`src/rtl/joy_pkg.sv`:
```
// rtl/joy_pkg.sv - shared types and constants for the joystick chain scanner
package joy_pkg;

  // Scan sequencer states
  typedef enum logic [2:0] {
    ST_IDLE   = 3'd0,
    ST_LOAD   = 3'd1,
    ST_SHIFT  = 3'd2,
    ST_COMMIT = 3'd3,
    ST_GAP    = 3'd4
  } joy_state_t;

  // Default chain length: two players x 12 buttons
  localparam int JOY_NBITS = 24;

  // Frame bit positions for the 24-bit two-player map (first-shifted bit = bit 23)
  localparam int JOY_P1_UP     = 23;
  localparam int JOY_P1_DOWN   = 22;
  localparam int JOY_P1_LEFT   = 21;
  localparam int JOY_P1_RIGHT  = 20;
  localparam int JOY_P1_A      = 19;
  localparam int JOY_P1_B      = 18;
  localparam int JOY_P1_C      = 17;
  localparam int JOY_P1_D      = 16;
  localparam int JOY_P1_START  = 15;
  localparam int JOY_P1_SELECT = 14;
  localparam int JOY_P1_L      = 13;
  localparam int JOY_P1_R      = 12;
  localparam int JOY_P2_UP     = 11;
  localparam int JOY_P2_DOWN   = 10;
  localparam int JOY_P2_LEFT   = 9;
  localparam int JOY_P2_RIGHT  = 8;
  localparam int JOY_P2_A      = 7;
  localparam int JOY_P2_B      = 6;
  localparam int JOY_P2_C      = 5;
  localparam int JOY_P2_D      = 4;
  localparam int JOY_P2_START  = 3;
  localparam int JOY_P2_SELECT = 2;
  localparam int JOY_P2_L      = 1;
  localparam int JOY_P2_R      = 0;

endpackage

```
`src/rtl/joy_tick_gen.sv`:
```
// rtl/joy_tick_gen.sv - clock-enable divider for the shift-clock half periods
module joy_tick_gen #(
  parameter int CLK_DIV = 16
) (
  input  logic clk,
  input  logic rst_n,
  input  logic run,
  output logic tick
);

  localparam int DW = $clog2(CLK_DIV);
  localparam logic [DW-1:0] DIV_LAST = DW'(CLK_DIV - 1);

  logic [DW-1:0] r_cnt;

  // Free-running divider while run is high; held at zero otherwise so each scan starts phase-aligned
  always_ff @(posedge clk or negedge rst_n) begin
    if (!rst_n) begin
      r_cnt <= '0;
    end else if (!run) begin
      r_cnt <= '0;
    end else if (r_cnt == DIV_LAST) begin
      r_cnt <= '0;
    end else begin
      r_cnt <= r_cnt + 1'b1;
    end
  end

  assign tick = run && (r_cnt == DIV_LAST);

endmodule

```
`src/rtl/joy_scan_ctrl.sv`:
```
// rtl/joy_scan_ctrl.sv - joystick shift-register chain sequencer with scan debounce
module joy_scan_ctrl
  import joy_pkg::*;
#(
  parameter int NBITS    = JOY_NBITS,
  parameter int CLK_DIV  = 16,
  parameter int GAP_CYC  = 256,
  parameter int DEBOUNCE = 2
) (
  input  logic             clk,
  input  logic             rst_n,
  input  logic             enable,
  input  logic             scan_req,
  input  logic             joy_data,
  output logic             joy_clk,
  output logic             joy_load_n,
  output logic [NBITS-1:0] frame_data,
  output logic             frame_valid,
  output logic             frame_changed,
  output logic             busy
);

  localparam int BW = $clog2(NBITS + 1);
  localparam int GW = $clog2(GAP_CYC + 1);
  localparam int SW = $clog2(DEBOUNCE + 1);
  localparam logic [BW-1:0] BIT_LAST = BW'(NBITS - 1);
  localparam logic [GW-1:0] GAP_LAST = GW'(GAP_CYC - 1);
  localparam logic [SW-1:0] DB_MAX   = SW'(DEBOUNCE);
  localparam logic [SW-1:0] DB_ONE   = SW'(1);

  joy_state_t       r_state;
  joy_state_t       w_state_nxt;
  logic             r_half;
  logic             w_half_nxt;
  logic             r_load_tick;
  logic [BW-1:0]    r_bit_cnt;
  logic [GW-1:0]    r_gap_cnt;
  logic [NBITS-1:0] r_sreg;
  logic [NBITS-1:0] r_raw_prev;
  logic [SW-1:0]    r_stable_cnt;
  logic [NBITS-1:0] r_frame_data;
  logic             r_frame_valid;
  logic             r_frame_changed;
  logic             r_busy;
  logic             r_joy_clk;
  logic             r_joy_load_n;

  logic             w_run;
  logic             w_tick;
  logic             w_load_entry;
  logic             w_sample;
  logic [SW-1:0]    w_stable_nxt;
  logic             w_update;

  assign w_run        = (r_state == ST_LOAD) || (r_state == ST_SHIFT);
  assign w_load_entry = (w_state_nxt == ST_LOAD) && (r_state != ST_LOAD);
  assign w_sample     = (r_state == ST_SHIFT) && w_tick && !r_half;

  joy_tick_gen #(
    .CLK_DIV (CLK_DIV)
  ) u_tick_gen (
    .clk   (clk),
    .rst_n (rst_n),
    .run   (w_run),
    .tick  (w_tick)
  );

  // State and shift-clock phase registers
  always_ff @(posedge clk or negedge rst_n) begin
    if (!rst_n) begin
      r_state <= ST_IDLE;
      r_half  <= 1'b0;
    end else begin
      r_state <= w_state_nxt;
      r_half  <= w_half_nxt;
    end
  end

  // Next-state logic; a scan always runs to the end of GAP before enable is looked at again
  always_comb begin
    w_state_nxt = r_state;
    w_half_nxt  = r_half;
    unique case (r_state)
      ST_IDLE: begin
        w_half_nxt = 1'b0;
        if (enable || scan_req) w_state_nxt = ST_LOAD;
      end
      ST_LOAD: begin
        w_half_nxt = 1'b0;
        if (w_tick && r_load_tick) w_state_nxt = ST_SHIFT;
      end
      ST_SHIFT: begin
        if (w_tick) begin
          if (r_half && (r_bit_cnt == BIT_LAST)) begin
            w_state_nxt = ST_COMMIT;
            w_half_nxt  = 1'b0;
          end else begin
            w_half_nxt = ~r_half;
          end
        end
      end
      ST_COMMIT: begin
        w_half_nxt  = 1'b0;
        w_state_nxt = ST_GAP;
      end
      ST_GAP: begin
        w_half_nxt = 1'b0;
        if (r_gap_cnt == GAP_LAST) w_state_nxt = enable ? ST_LOAD : ST_IDLE;
      end
      default: begin
        w_half_nxt  = 1'b0;
        w_state_nxt = ST_IDLE;
      end
    endcase
  end

  // Pin drivers registered from the next state so the chain sees clean flop outputs
  always_ff @(posedge clk or negedge rst_n) begin
    if (!rst_n) begin
      r_joy_clk    <= 1'b0;
      r_joy_load_n <= 1'b1;
      r_busy       <= 1'b0;
    end else begin
      r_joy_clk    <= (w_state_nxt == ST_SHIFT) && w_half_nxt;
      r_joy_load_n <= (w_state_nxt != ST_LOAD);
      r_busy       <= (w_state_nxt == ST_LOAD) || (w_state_nxt == ST_SHIFT) ||
                      (w_state_nxt == ST_COMMIT);
    end
  end

  // LOAD tick, bit and gap counters; each is cleared outside its own state
  always_ff @(posedge clk or negedge rst_n) begin
    if (!rst_n) begin
      r_load_tick <= 1'b0;
      r_bit_cnt   <= '0;
      r_gap_cnt   <= '0;
    end else begin
      if (r_state != ST_LOAD)  r_load_tick <= 1'b0;
      else if (w_tick)         r_load_tick <= ~r_load_tick;

      if (r_state != ST_SHIFT) r_bit_cnt <= '0;
      else if (w_tick && r_half) r_bit_cnt <= (r_bit_cnt == BIT_LAST) ? '0 : r_bit_cnt + 1'b1;

      if (r_state != ST_GAP)   r_gap_cnt <= '0;
      else                     r_gap_cnt <= (r_gap_cnt == GAP_LAST) ? '0 : r_gap_cnt + 1'b1;
    end
  end

  // Deserialiser: chain is negative logic, first bit in ends up at the MSB
  always_ff @(posedge clk or negedge rst_n) begin
    if (!rst_n) begin
      r_sreg <= '0;
    end else if (w_load_entry) begin
      r_sreg <= '0;
    end else if (w_sample) begin
      r_sreg <= {r_sreg[NBITS-2:0], ~joy_data};
    end
  end

  assign w_stable_nxt = (r_sreg != r_raw_prev) ? DB_ONE :
                        (r_stable_cnt == DB_MAX) ? DB_MAX : r_stable_cnt + 1'b1;
  assign w_update     = (w_stable_nxt >= DB_MAX) && (r_sreg != r_frame_data);

  // Debounce and frame publication at the end of each scan
  always_ff @(posedge clk or negedge rst_n) begin
    if (!rst_n) begin
      r_raw_prev      <= '0;
      r_stable_cnt    <= '0;
      r_frame_data    <= '0;
      r_frame_valid   <= 1'b0;
      r_frame_changed <= 1'b0;
    end else begin
      r_frame_valid   <= (r_state == ST_COMMIT);
      r_frame_changed <= (r_state == ST_COMMIT) && w_update;
      if (r_state == ST_COMMIT) begin
        r_raw_prev   <= r_sreg;
        r_stable_cnt <= w_stable_nxt;
        if (w_update) r_frame_data <= r_sreg;
      end
    end
  end

  assign joy_clk       = r_joy_clk;
  assign joy_load_n    = r_joy_load_n;
  assign frame_data    = r_frame_data;
  assign frame_valid   = r_frame_valid;
  assign frame_changed = r_frame_changed;
  assign busy          = r_busy;

endmodule

```
`config.mk`:
```
export PLATFORM = sky130hd
export DESIGN_NAME = joy_scan_ctrl
export DESIGN_NICKNAME = d
export VERILOG_FILES = /design/src/rtl/joy_pkg.sv /design/src/rtl/joy_tick_gen.sv /design/src/rtl/joy_scan_ctrl.sv
export SDC_FILE = /design/constraint.sdc
export NUM_CORES = 1
export LEC_CHECK = 0
export BUFFER_PORTS_ARGS = -buffer_cell sky130_fd_sc_hd__clkbuf_2
export CAP_MARGIN = 20
export CORE_MARGIN = 5
export CORE_UTILIZATION = 41
export DETAILED_ROUTE_END_ITERATION = 6
export HOLD_SLACK_MARGIN = 0.02
export PLACE_DENSITY = 0.57
export RECOVER_POWER = 100
export SETUP_SLACK_MARGIN = 0.02
export SYNTH_ARGS = -nofsm -noshare
export SYNTH_HDL_FRONTEND = slang
export SYNTH_SLANG_ARGS = --single-unit
```
`constraint.sdc`:
```
create_clock -name clk -period 2.5 [get_ports clk]
set_input_delay 0 -clock clk [delete_from_list [all_inputs] [get_ports clk]]
set_output_delay 0 -clock clk [all_outputs]
set_load 0.02 [all_outputs]
```
==> impl_metrics.csv, run 1 <==
group,metric,value,unit
global_routing,grt_pass1_wl,17400,µm
logic_synthesis,avgSynthCellArea,10.2,µm²
worst_setup_path,crit_type,"reg -> reg",
timing,period_share,0.930,
layout,final_util,0.461,
route,vias_per_cell,5.01,
layout,fin_area,0.00528,mm²
global_routing,first_global_vias,3281,
power,p_leak,2.67,nW
logic_synthesis,synthDistinctLibCells,40,
route,antenna_left,0,
die,io-pin-count,34,
global_routing,grt_antenna_before_repair,0,
die,start_util,0.419,
die,die_area,0.0140,mm²
layout,final_cell_mix,"nand2_1, dfrtp_1, clkbuf_1, xor2_1, xnor2_1",
global_routing,grtUsageTotal,0.155,
logic_synthesis,synthTopCellsByArea,"dfrtp_1, nand2_1, mux2_4, xor2_1, xnor2_1",
logic_synthesis,synth_area_leader_cell,"dfrtp_1",
timing,maxSlewHeadroom,0.0910,
timing,hold_slack,0.220,ns
route,remaining_drc_errors,0,
worst_setup_path,arrival,2.56,ns
layout,nFillCells,1113,
placed_design,hpwlAfterDp,7070,µm
timing,finalSetupViolCount,0,
logic_synthesis,ys_seq_elements,102,
worst_setup_path,path_max_fanout,10,
timing,fin_worst_skew,0.00659,ns
clocking,cts.clk_slew.worst_paths,0.07,ns
timing,worst-slew-pin-transition,1.36,ns
placed_design,placed_cells,627,
route,drt-wirelength-per-cell,16.0,µm
logic_synthesis,ys_seq_area_frac,0.532,
placed_design,post_dp_cell_area,0.00510,mm²
run_status,status,"finished clean",
die,core.rowCount,39,
clocking,worstSkewPairLatency,0.34,ns
placed_design,gp_congestion,0.765,
clocking,cts_inserted_buffers,9,
layout,drive_gt1_frac,0.0940,
placed_design,port_buffers,33,
global_routing,grt_overflow,0,
route,drtPass1Iterations,4,
layout,finalNonFillerCells,643,
logic_synthesis,synthCells,470,
die,coreArea,0.0115,mm²
logic_synthesis,yosys_warnings,0,
clocking,clockRootBuffer,"clkbuf_16",
worst_setup_path,setup.worst_path.end_class,"flop",
global_routing,grt_max_degree,56,
route,drt-initial-drc-count,200,
logic_synthesis,netlist_area,0.00480,mm²
timing,setup_slack,0.174,ns
power,irDropWorstVdd,0.455,mV
layout,antennaDiodeCount,0,
logic_synthesis,synth_top_area_share,0.526,
placed_design,post-place-ws,0.00448,ns
layout,area_growth,9.95,%
run,maxCapViolations,0,
route,wirelength,10300,µm
timing,finalHoldViolations,0,
logic_synthesis,syn_nets,480,
timing,grt_setup_unrepaired,"no",
power,p_per_area,730,mW/mm²
layout,final_nets,507,
hold_path,worst_hold_path_type,"in -> reg",
die,fp.dieW,118,µm
clocking,cts_max_level,3,
clocking,clockBufferDepth,2,
timing,fmax,430,MHz
timing,setup_tns,0,ns
worst_setup_path,critPathLaunchType,"flop",
clocking,clock-sinks,102,
die,fp.dieH,118,µm
clocking,cts_tree,"built",
timing,timing.final.crit_period,2.33,ns
layout,mostFrequentLayoutCell,"nand2_1",
power,p_total,3.86,mW
worst_setup_path,critPathRequiredTime,2.73,ns
route,vias,3222,
timing,maxSlewViolCount,0,
-- sequential cells by signal, indices dropped and copies added, names as in the netlist --
| signal | cells |
|---|---|
| r_gap_cnt | 9 |
| r_bit_cnt | 5 |
| r_load_tick | 1 |
| r_half | 1 |
| r_raw_prev | 24 |
| frame_data | 24 |
| u_tick_gen.r_cnt | 4 |
| r_sreg | 24 |
| busy | 1 |
| joy_load_n | 1 |
| frame_valid | 1 |
| joy_clk | 1 |
| frame_changed | 1 |
| r_stable_cnt | 2 |
| r_state | 3 |
-- routing by layer --
metal  wire (µm)  up-vias  GRT usage
met5           0        -          0
met2        4850       65      0.248
li1            -     1574          -
met1        4820     1573      0.211
met3         463       10     0.0372
met4         129        0     0.0430
-- path summary, 6_finish.rpt --
path / cells past startpoint / from / slack [ns] / to
setup reg to reg: 6 / r_sreg[22] / 0.17 / frame_data[2]
hold reg to reg: 1 / r_gap_cnt[0] / 0.48 / r_gap_cnt[0]
setup / recovery: 6 / r_sreg[22] / 0.17 / frame_data[2]
max in group asynchronous: 3 / rst_n / 0.59 / r_state[0]
hold / removal: 4 / enable / 0.22 / r_state[0]
min in group asynchronous: 2 / rst_n / 0.50 / r_raw_prev[14]
-- power by group --
part,total (mW),internal (mW),switching [mW]
logic,0.655,0.254,0.401
clock network,1.32,0.745,0.575
registers,1.88,1.77,0.113
-- layout make-up --
type                    count  area [µm²]  share of cell area
multi-input cells         324        1980               0.374
clock inverters             1        5.00            0.000947
repair buffers             51         265              0.0502
flip-flops and latches    102        2550               0.483
inverters                   9        33.8             0.00640
clock buffers              13         270              0.0512
well taps                 143         179              0.0339
-- Yosys cell counts --
library cell / n
buf_2: 6
nand2_1: 131
xor2_1: 30
mux2_4: 20
a21oi_1: 26
nor2_1: 25
clkbuf_1: 24
or3_1: 1
o211a_1: 1
ha_1: 5
and4b_1: 1
a2bb2oi_1: 1
a211oi_1: 1
mux2_2: 4
nand3b_4: 1
nand2b_1: 3
buf_8: 2
o2111ai_4: 1
and3_1: 1
mux2i_1: 1
dfrtp_1: 101
clkinv_1: 1
nor3b_1: 1
nor3b_2: 1
buf_6: 3
xnor2_1: 27
nand3b_1: 1
nand3_1: 7
o21ai_0: 2
nor3_1: 8
a21o_1: 3
nor4_1: 7
dfstp_2: 1
a311oi_1: 1
inv_1: 8
a31oi_1: 2
nand4_1: 8
nor4_4: 1
or2_2: 1
a211o_1: 1
-- kinds of logic (layout without fill, tap and decap cells) --
| group | count (synthesis) | in the layout | synth area share |
|---|---|---|---|
| mux | 25 | 25 | 0.0740 |
| flops | 102 | 102 | 0.532 |
| simple gates | 198 | 198 | 0.181 |
| compound gates | 39 | 39 | 0.0510 |
| fa+ha+maj | 5 | 5 | 0.0130 |
| buf+inv | 44 | 74 | 0.0453 |
| xor+xnor | 57 | 57 | 0.104 |
-- timing repair --
| item | in CTS | in global routing |
|---|---|---|
| hold buffers | 2 | 0 |
| endpoints found under the setup margin | 4 | 0 |
| setup buffers | 0 | 0 |
| endpoints found under the hold margin | 53 | 0 |
| resized for setup | 1 | 0 |
-- critical path, stage by stage, from the launching register on --
cell and delay (ns):
dfrtp_1 0.45, xor2_1 0.20, nor4_2 0.41, nand4_1 0.25, o2111ai_4 0.28, buf_4 0.25, mux2_2 0.35
Note: power is estimated with default switching activity, not from simulation.
==> run 2, diff against run 1 <==
ABC_AREA = 1   (was not set)
==> run 2 against run 1 <==
Sequential share of layout area down 4.2 points. Critical path depth is 6 higher. Combinational power is 93% lower. Highest routed layer unchanged. Sequential cell count did not move. Clock power hardly changed. The flow now finishes with violations (capacitance limit, slew limit). Critical endpoint is now r_sreg[21]. Core utilization barely moved.
==> impl_metrics.csv, run 2 <==
group,metric,value,unit
run_status,status,"complete, but fails checks",
run_status,violations,"capacitance limit, slew limit",
logic_synthesis,yosys_warnings,0,
clocking,clockRootBuffer,"clkbuf_16",
logic_synthesis,netlist_area,0.00524,mm²
clocking,cts_tree,"built",
logic_synthesis,ys_seq_elements,102,
clocking,cts.clk_slew.worst_paths,0.07,ns
placed_design,hpwlAfterDp,7580,µm
worst_setup_path,r2r_cells,12,
clocking,clock-sinks,102,
layout,final_util,0.460,
route,antenna_left,0,
power,p_per_area,526,mW/mm²
logic_synthesis,synth_edf_count,0,
logic_synthesis,ys_seq_area_frac,0.488,
hold_path,worst_hold_path_type,"in -> reg",
route,vias_per_cell,4.72,
worst_setup_path,setup.worst_path.end_class,"flop",
layout,final_cell_mix,"nand2_1, dfrtp_1, inv_1, o21ai_0, nor2_1",
logic_synthesis,avgSynthCellArea,7.64,µm²
clocking,clockBufferDepth,2,
global_routing,grt_pass1_wl,20100,µm
worst_setup_path,path_max_fanout,24,
logic_synthesis,synth_most_common_cell,"nand2_1",
clocking,worstSkewPairLatency,0.36,ns
worst_setup_path,path_cells,"ha_1 > nand2_1 > nor2_1 > inv_1 > nor2_1 > nand2_1 > nand2_1 > inv_1 > nand3_2 > buf_4 > nand2_1 > inv_1",
logic_synthesis,synth_top_area_share,0.483,
layout,antennaDiodeCount,0,
route,wirelength,11400,µm
worst_setup_path,crit_top_cell,"nand2_1",
clocking,cts_max_level,3,
global_routing,first_global_vias,4217,
route,drt-wirelength-per-cell,12.7,µm
logic_synthesis,synth_top_flop_cell,"dfrtp_1",
clocking,cts-resized-gates,0,
global_routing,grtUsageTotal,0.169,
die,die_area,0.0151,mm²
logic_synthesis,syn_nets,695,
logic_synthesis,synthCells,685,
run,maxCapViolations,1,
logic_synthesis,synthTopCellsByArea,"dfrtp_1, nand2_1, inv_1, o21ai_0, nand4_1",
hold_path,hold_depth,3,
placed_design,gp_congestion,0.835,
timing,period_share,0.847,
worst_setup_path,arrival,2.42,ns
die,core.rowCount,41,
timing,timing.final.crit_period,2.12,ns
die,fp.dieH,123,µm
power,p_leak,2.87,nW
timing,fin_worst_skew,0.00790,ns
layout,nFillCells,1305,
die,io-pin-count,34,
route,vias,4227,
worst_setup_path,crit_type,"reg -> reg",
timing,fmax,472,MHz
placed_design,port_buffers,33,
timing,finalHoldViolations,0,
timing,setup_tns,0,ns
timing,worst-slew-pin-transition,1.96,ns
timing,finalSetupViolCount,0,
worst_setup_path,slowest_delay,0.38,ns
layout,drive_gt1_frac,0.0844,
clocking,ctsHoldBuffers,2,
timing,grt_setup_unrepaired,"no",
logic_synthesis,synth_area_leader_cell,"dfrtp_1",
logic_synthesis,synthArstFlopShare,1.00,
logic_synthesis,synthDistinctLibCells,35,
worst_setup_path,critPathLaunchType,"flop",
route,drtPass1Iterations,4,
die,coreArea,0.0126,mm²
global_routing,grt_max_degree,72,
timing,maxSlewViolCount,32,
layout,final_nets,728,
die,start_util,0.417,
logic_synthesis,ys_top_cells_by_count,"nand2_1, dfrtp_1, inv_1, o21ai_0, nor2_1",
global_routing,grt_antenna_before_repair,0,
layout,area_growth,10.5,%
timing,maxSlewHeadroom,-0.304,
route,remaining_drc_errors,0,
worst_setup_path,r2r_slack,0.38,ns
worst_setup_path,cpMaxStageDelayCell,"dfrtp_1",
clocking,cts_setup_buffers,0,
worst_setup_path,critPathRequiredTime,2.80,ns
route,drt-initial-drc-count,237,
global_routing,grt_overflow,0,
clocking,cts_inserted_buffers,9,
power,irDropWorstVdd,0.276,mV
layout,mostFrequentLayoutCell,"nand2_1",
die,fp.dieW,123,µm
-- run 2: cell types whose count changed in the layout (fill, tap and decap cells not counted), sizes merged, moves of 8 or more --
cell	change
inv	+93
xor2	-25
nor2	+24
nor4	-8
clkinv	+13
nand2	+139
nand4	+21
clkbuf	-8
o21ai	+48
mux2	-24
xnor2	-20
nand3	+8
a21oi	-23
-- run 2: per-layer routing --
layer	GRT usage	part of all wire	up-vias
met4	0.0720	0.015	0
met5	0	0	-
met3	0.0238	0.042	9
met1	0.226	0.48	1975
met2	0.274	0.47	66
li1	-	-	2177
-- run 2: worst max-delay path, delay by kind of cell (launching register included) --
family / cells / cell delay [ns]
buffers and inverters: 4 / 0.58
adders and majority gates: 1 / 0.18
and+or+nand+nor: 7 / 0.91
DFF: 1 / 0.38
-- run 2: final cells by class --
class                      instances  area, µm²  area share
clock buffer                       9        225      0.0389
clock inverter                     7       60.1      0.0104
inverter                         110        413      0.0714
multi-input combinational        453       2110       0.365
sequential                       102       2550       0.441
tap                              172        215      0.0372
timing repair buffer              42        208      0.0359
-- run 2: worst paths after layout --
path / startpoint / end
worst max-delay path: u_tick_gen.r_cnt[0] / r_sreg[21]
worst min-delay path: enable / r_state[0]
worst max register to register: u_tick_gen.r_cnt[0] / r_sreg[21]
worst min register to register: r_gap_cnt[0] / r_gap_cnt[0]
max in group asynchronous: rst_n / joy_load_n
min in group asynchronous: rst_n / r_gap_cnt[2]
-- run 2: where the power goes --
group	switching (mW)	total (mW)	internal, mW
clock	0.657	1.34	0.687
sequential	0.00154	1.65	1.65
combinational	0.0362	0.0451	0.00882
total	0.695	3.04	2.35
-- run 2: per-stage QoR --
stage,instances,hold slack (ns),area (µm²),setup slack [ns],total power [mW]
floorplan,685,-0.296,5240,0.853,1.69
global placement,877,-0.0166,5580,0.520,1.73
detailed placement,877,-0.00885,5580,0.435,1.73
CTS,895,0.0960,5880,0.416,3.09
global route,895,0.172,5790,0.155,3.15
finish,895,0.105,5790,0.382,3.04
-- run 2: cell families (layout without fill, tap and decap cells) --
family,Yosys count,count (layout),share of synthesized area
flops,102,102,0.488
compound gates,59,59,0.0600
mux,1,1,0.00191
fa+ha+maj,5,5,0.0120
buf+inv,130,168,0.101
simple gates,376,376,0.317
xor+xnor,12,12,0.0201
